==> src/rtl/skt5_pkg.sv <==
// Shared definitions for the registered ripple-carry adder: default width,
// the result-flag bundle and its reset value.
package skt5_pkg;

    localparam int DEFAULT_WIDTH = 4;

    typedef struct packed {
        logic cout;
        logic zero;
        logic ovf;
    } flags_t;

    // An all-zero sum after reset, so the zero flag starts asserted.
    localparam flags_t FLAGS_RESET = '{cout: 1'b0, zero: 1'b1, ovf: 1'b0};

endpackage

==> src/rtl/skt5_reg_adder_full_adder_cell.sv <==
// One-bit full adder; the top chains WIDTH of these into a ripple-carry adder.
module full_adder_cell (
    input  logic a,
    input  logic b,
    input  logic ci,
    output logic s,
    output logic co
);

    assign s  = a ^ b ^ ci;
    assign co = (a & b) | (ci & (a ^ b));

endmodule

==> src/rtl/skt5_reg_adder.sv <==
// Registered ripple-carry adder {cout, s} = a + b + cin with zero and signed
// overflow flags and a one-cycle valid strobe.
module skt5_reg_adder
    import skt5_pkg::*;
#(
    parameter int WIDTH = DEFAULT_WIDTH
) (
    input  logic             clk,
    input  logic             rst_n,
    input  logic             in_valid,
    input  logic [WIDTH-1:0] a,
    input  logic [WIDTH-1:0] b,
    input  logic             cin,
    output logic [WIDTH-1:0] s,
    output logic             cout,
    output logic             zero,
    output logic             ovf,
    output logic             out_valid
);

    logic [WIDTH:0]   carry;
    logic [WIDTH-1:0] sum_next;
    flags_t           flags_next;

    logic [WIDTH-1:0] s_reg;
    flags_t           flags_reg;
    logic             out_valid_reg;

    assign carry[0] = cin;

    generate
        for (genvar gi = 0; gi < WIDTH; gi++) begin : g_chain
            full_adder_cell u_cell (
                .a  (a[gi]),
                .b  (b[gi]),
                .ci (carry[gi]),
                .s  (sum_next[gi]),
                .co (carry[gi+1])
            );
        end
    endgenerate

    // Signed overflow: carry into the MSB differs from carry out of it.
    always_comb begin
        flags_next      = FLAGS_RESET;
        flags_next.cout = carry[WIDTH];
        flags_next.zero = (sum_next == '0);
        flags_next.ovf  = carry[WIDTH] ^ carry[WIDTH-1];
    end

    always_ff @(posedge clk or negedge rst_n) begin
        if (!rst_n) begin
            s_reg         <= '0;
            flags_reg     <= FLAGS_RESET;
            out_valid_reg <= 1'b0;
        end else begin
            out_valid_reg <= in_valid;
            if (in_valid) begin
                s_reg     <= sum_next;
                flags_reg <= flags_next;
            end
        end
    end

    assign s         = s_reg;
    assign cout      = flags_reg.cout;
    assign zero      = flags_reg.zero;
    assign ovf       = flags_reg.ovf;
    assign out_valid = out_valid_reg;

endmodule

==> config.mk <==
export PLATFORM = sky130hd
export DESIGN_NAME = skt5_reg_adder
export DESIGN_NICKNAME = d
export VERILOG_FILES = /design/src/rtl/skt5_pkg.sv /design/src/rtl/skt5_reg_adder_full_adder_cell.sv /design/src/rtl/skt5_reg_adder.sv
export SDC_FILE = /design/constraint.sdc
export NUM_CORES = 1
export LEC_CHECK = 0
export CELL_PAD_IN_SITES_DETAIL_PLACEMENT = 1
export CELL_PAD_IN_SITES_GLOBAL_PLACEMENT = 1
export CORE_MARGIN = 5
export CORE_UTILIZATION = 32
export CTS_CLUSTER_DIAMETER = 200
export CTS_CLUSTER_SIZE = 30
export DETAILED_ROUTE_END_ITERATION = 8
export PLACE_DENSITY = 0.8
export SLEW_MARGIN = 20
export SYNTH_ARGS = -nofsm -noshare
export SYNTH_HDL_FRONTEND = slang
export SYNTH_SLANG_ARGS = --single-unit
==> constraint.sdc <==
create_clock -name clk -period 1.35 [get_ports clk]
set_input_delay 0.135 -clock clk [delete_from_list [all_inputs] [get_ports clk]]
set_output_delay 0.135 -clock clk [all_outputs]
set_load 0.01 [all_outputs]
# Word-level counts from Yosys, hierarchy flattened
# Cells that the tools add are included.
word_totals:
  register_bits: 8
  inputBits: 12
  output_inout_bits: 8
  word_cells: 27
op_classes:
  bitwise: 21
  n_reduce_logical: 1
op_table:
  columns: ["op", "n"]
  rows:
  - ["$xor A1 B1 Y1", 9]
  - ["$and A1 B1 Y1", 8]
  - ["$logic_not A4 Y1", 1]
  - ["$or A1 B1 Y1", 4]

# Logic depth before layout (Yosys ltp)
logic_depth:
  word_depth: 10
  depth_mapped: 7
  ltp_nobuf: 7

# Hierarchy
# From an unflattened synthesis, not the netlist that was laid out.
hier_totals:
  cells_unflattened: 23
  area_unflattened_um2: 412.9
modules_own_cells:
  columns: ["module", "n_inst", "cells_per_inst", "area_each_um2", "seq_area_each_um2"]
  rows:
  - ["skt5_reg_adder", 1, 19, 332.8, 201.4]
  - ["full_adder_cell", 4, 1, 20.0, 0.0]

# Worst setup path after synthesis
# No wires, ideal clock.
synth_timing:
  kind: "input -> register"
  startpoint: "input port a[0]"
  endpoint: "register flags_reg (netlist bit zero)"
  setup_time_ps: 82
  t_arrival_ps: 2221
  required_time_ps: 1268
  setup_slack_ps: -953
  path_stages: 7
  path_buffers: 0
  path_cell_list: "fa_1 > fa_1 > fa_1 > inv_1 > fa_1 > nor4b_2 > mux2_4"
synth_between:
  elab_chain_cells: 9
  elab_cells_between_ends: 13
  classes_between: "bitwise: 12; reduce/logical: 1"
synth_lines:
  columns: ["item", "line_no", "source"]
  rows:
  - ["start: declaration", "skt5_reg_adder.sv:11", "input logic [WIDTH-1:0] a,"]
  - ["$xor A1 B1 Y1", "skt5_reg_adder_full_adder_cell.sv:10, skt5_reg_adder_full_adder_cell.sv:11", null]
  - ["$and A1 B1 Y1", "skt5_reg_adder_full_adder_cell.sv:11", "assign co = (a & b) | (ci & (a ^ b));"]
  - ["$or A1 B1 Y1", "skt5_reg_adder_full_adder_cell.sv:11", null]
  - ["$and A1 B1 Y1", "skt5_reg_adder_full_adder_cell.sv:11", null]
  - ["$or A1 B1 Y1", "skt5_reg_adder_full_adder_cell.sv:11", null]
  - ["$and A1 B1 Y1", "skt5_reg_adder_full_adder_cell.sv:11", null]
  - ["$or A1 B1 Y1", "skt5_reg_adder_full_adder_cell.sv:11", null]
  - ["$xor A1 B1 Y1", "skt5_reg_adder_full_adder_cell.sv:10", "assign s = a ^ b ^ ci;"]
  - ["$logic_not A4 Y1 *", "skt5_reg_adder.sv:47", "flags_next.zero = (sum_next == '0);"]
  - ["end signal: assignment", "skt5_reg_adder.sv:60", "flags_reg <= flags_next;"]
  - ["end: declaration", "skt5_reg_adder.sv:26", "flags_t flags_reg;"]
# Every way passes the cells marked *; elsewhere a longest branch is shown, timed or not.
# A chain may end at the register's enable or synchronous reset.

# Worst setup path after layout
layout_timing:
  startpoint: "input port b[0]"
  endpoint: "register flags_reg (netlist bit zero)"
layout_between:
  elab_chain_cells: 9
  elab_cells_between_ends: 13
  classes_between: "bitwise: 12; reduce/logical: 1"
layout_lines:
  columns: ["item", "line_no", "source"]
  rows:
  - ["start: declaration", "skt5_reg_adder.sv:12", "input logic [WIDTH-1:0] b,"]
  - ["$xor A1 B1 Y1", "skt5_reg_adder_full_adder_cell.sv:10, skt5_reg_adder_full_adder_cell.sv:11", null]
  - ["$and A1 B1 Y1", "skt5_reg_adder_full_adder_cell.sv:11", null]
  - ["$or A1 B1 Y1", "skt5_reg_adder_full_adder_cell.sv:11", null]
  - ["$and A1 B1 Y1", "skt5_reg_adder_full_adder_cell.sv:11", null]
  - ["$or A1 B1 Y1", "skt5_reg_adder_full_adder_cell.sv:11", null]
  - ["$and A1 B1 Y1", "skt5_reg_adder_full_adder_cell.sv:11", null]
  - ["$or A1 B1 Y1", "skt5_reg_adder_full_adder_cell.sv:11", null]
  - ["$xor A1 B1 Y1", "skt5_reg_adder_full_adder_cell.sv:10", null]
  - ["$logic_not A4 Y1 *", "skt5_reg_adder.sv:47", null]
# Marks and branches as above.

==> summary.txt <==
Run status
  • Status: complete, but fails checks
  • Violated checks: setup timing

Global routing
  • Initial antenna violation count: 0
  • Gr ovfl total: 0
  • GRT Total Usage: 0.1306
  • Vias in the first global route: 387
  • Global-route wire length before repair: about 1800 microns
  • Pin count of the biggest net entering global routing: 10

Timing
  • Hold Fails Final Rpt: 0
  • Minimum clock period: 2.020 ns
  • Setup violators final: 5
  • FMAX: 0.4951 GHz
  • RSZ-0062 raised after global routing: true
  • Fin worst setup slack: -0.6697 ns
  • Final Cycle Share: 1.496
  • Final slew viol count: 0
  • Clock skew: 0 ns
  • Slew @ Worst Pin: between 0.4 and 0.5 ns
  • Max_slew headroom: 0.7289

Synthesis
  • Top cells by area, synth: dfrtp_1, fa_1, mux2_4, dfstp_2, inv_1
  • Most common cell in the netlist: dfrtp_1
  • Mean Syn Cell Area: 15.76 sq um
  • Number of synthesized flops with an enable pin: 0
  • Top cell type by total area after synthesis: dfrtp_1
  • Post-synth top cells: dfrtp_1, mux2_4, fa_1, inv_1
  • Syn_nets: 43
  • Synth top area share: 0.4118
  • Register area share after synthesis: 0.4735
  • Synth Cell Area: 425.4 sq um
  • Flops & latches, synth: 8
  • Async S/R FF share, synth: 1.000
  • Yosys warning total: 0
  • Post-synth top flop: dfrtp_1
  • Netlist cell types: 11
  • Synth Instances: 27

Floorplan
  • Chip Height: around 46 microns
  • Chip width: 46.46 microns
  • Die area: 2159 sq um
  • Row cnt: 13
  • CORE AREA: 1285 sq um
  • Initial Util: 0.3311
  • Io pins: 20

Worst setup path
  • R2r startpoint: s[2]
  • Startpoint Class: input port
  • Crit-path max cell delay: around 0.44 ns
  • Reg2reg path depth: 1
  • Critical path class: input port to flip-flop
  • CP startpoint: b[0]
  • Crit path cell chain: buf_6 > fa_2 > fa_2 > fa_2 > inv_2 > fa_2 > nor4b_4 > mux2_4
  • Worst setup EP type: flip-flop
  • Most frequent cell on the critical path: fa_2
  • WP data arrival: ~2.2 ns
  • Crit-path slowest cell: fa_2
  • Crit path max fanout: 2
  • CP required: ~1.5 ns

Place
  • Global placement routability congestion: around 0.67
  • HPWL after detailed placement: 894.8 microns
  • IO buf count: 19
  • Area post-placement: approximately 670 sq um

Drt
  • DR pass1 iterations: 1
  • Remaining DRCs: 0
  • First DRT Iteration DRCs: 0
  • Total number of vias: a little over 300
  • Vias/cell: approximately 4.5
  • Post-Route WL: roughly 1100 microns
  • Routed len/inst: 15.51 microns
  • Detail Route Antenna Nets: 0

Layout
  • Largest register FFs: 4
  • Antenna Cells: 0
  • Design area: around 720 sq um
  • Layout area overhead: 68.24%
  • Share of layout cells above drive strength 1: 0.4340
  • Layout Nets: 70
  • Fill cells: between 100 and 150

Clock tree
  • Hold buffers post-CTS: 0
  • Cts bufs inserted: 3
  • CTS tree: built
  • Clock-pin slew on the worst setup and hold paths: 0.06 ns
  • H-Tree Depth: 1
  • Clk buf depth: 2
  • Root buf cell: clkbuf_4
  • Clk sink count: 8
  • Clk Latency, worst-skew pair: 0.26 ns

Power
  • PD cells: 1155 nW/um^2
  • Leak: roughly 0.34 nW
  • Worst VDD drop: 0.4022 mV
  • Total power: 0.0008264 W

Job
  • Max Cap Viol: 0

Hold path
  • HP Class: input port to asynchronous set/reset pin
## layout make-up
class / count / area [sq um] / area share
Clock buffer: 4 / 26.28 / 0.03671
Inverter: 4 / 15.01 / 0.02098
Multi-Input combinational cell: 14 / 224.0 / 0.3129
Sequential cell: 8 / 201.4 / 0.2815
Tap cell: 15 / 18.77 / 0.02622
Timing Repair Buffer: 23 / 230.2 / 0.3217
## critical path, delay by kind of cell
family | cells | cell delay [ns]
fa+ha+maj | 4 | 1.51
mux | 1 | 0.25
buf+inv | 2 | 0.16
simple gates | 1 | 0.14
## path summary, 6_finish.rpt
| path | endpoint | slack, ns |
|---|---|---|
| setup / recovery | zero | -0.67 |
| hold / removal | s[0] | 0.17 |
| setup reg to reg | s[2] | 0.57 |
| hold reg to reg | s[1] | 0.51 |
| max in group asynchronous | zero | 0.86 |
| min in group clk | s[0] | 0.36 |
## repair_timing
item | in CTS | in global routing
buffers inserted | 1 | 0
pin swaps | 4 | 0
setup endpoints to repair | 7 | 7
resized for setup | 17 | 4
## kinds of logic (layout without fill, tap and decap cells)
family | after synthesis | count (layout) | synth area share
adders and majority gates | 4 | 4 | 0.1882
AOI/OAI and AO/OA | 1 | 1 | 0.01175
muxes | 6 | 6 | 0.2000
buffers and inverters | 5 | 31 | 0.06175
xor gates and xnor gates | 1 | 1 | 0.02059
and+or+nand+nor | 2 | 2 | 0.04410
DFF | 8 | 8 | 0.4735
## stage by stage
step	setup TNS, ns	hold WS (ns)	setup WS (ns)	utilization	std cells
2_1_floorplan	-2.709	-0.1606	-0.8575	-	27
3_3_place_gp	-5.815	0.4266	-1.355	0.5180	63
3_5_place_dp	-6.170	0.4488	-1.402	0.5180	63
4_1_cts	-2.068	0.1671	-0.6801	0.5443	68
5_1_grt	-2.331	0.1800	-0.7175	0.5570	68
6_report	-2.063	0.1695	-0.6697	0.5570	68
## cells in the final DEF (no fill, tap or decap)
| master | instances |
|---|---|
| a21oi_1 | 1 |
| buf_12 | 1 |
| buf_2 | 2 |
| buf_4 | 2 |
| buf_6 | 2 |
| clkbuf_1 | 1 |
| clkbuf_4 | 3 |
| clkdlybuf4s50_1 | 12 |
| dfrtp_1 | 7 |
| dfstp_2 | 1 |
| dlygate4sd2_1 | 2 |
| dlymetal6s2s_1 | 2 |
| fa_2 | 4 |
| inv_1 | 3 |
| inv_2 | 1 |
| mux2_4 | 5 |
| mux2i_1 | 1 |
| nor2_1 | 1 |
| nor4b_4 | 1 |
| xnor2_2 | 1 |
## routing by layer
metal  up-vias  share of wire  track usage
li1        139              -            -
met1       151           0.35       0.1175
met2        13           0.55       0.2335
met3         0          0.098      0.07813
met5         -              0            0
met4         0              0      0.05114
## report_power, final
group / leakage (nW) / total, W / internal (W) / switching (W)
logic: 0.235 / 0.000310 / 0.000198 / 0.000112
registers: 0.0915 / 0.000308 / 0.000285 / 0.0000233
clock network: 0.0150 / 0.000209 / 0.000114 / 0.0000946
Note: power is estimated with default switching activity, not from simulation.
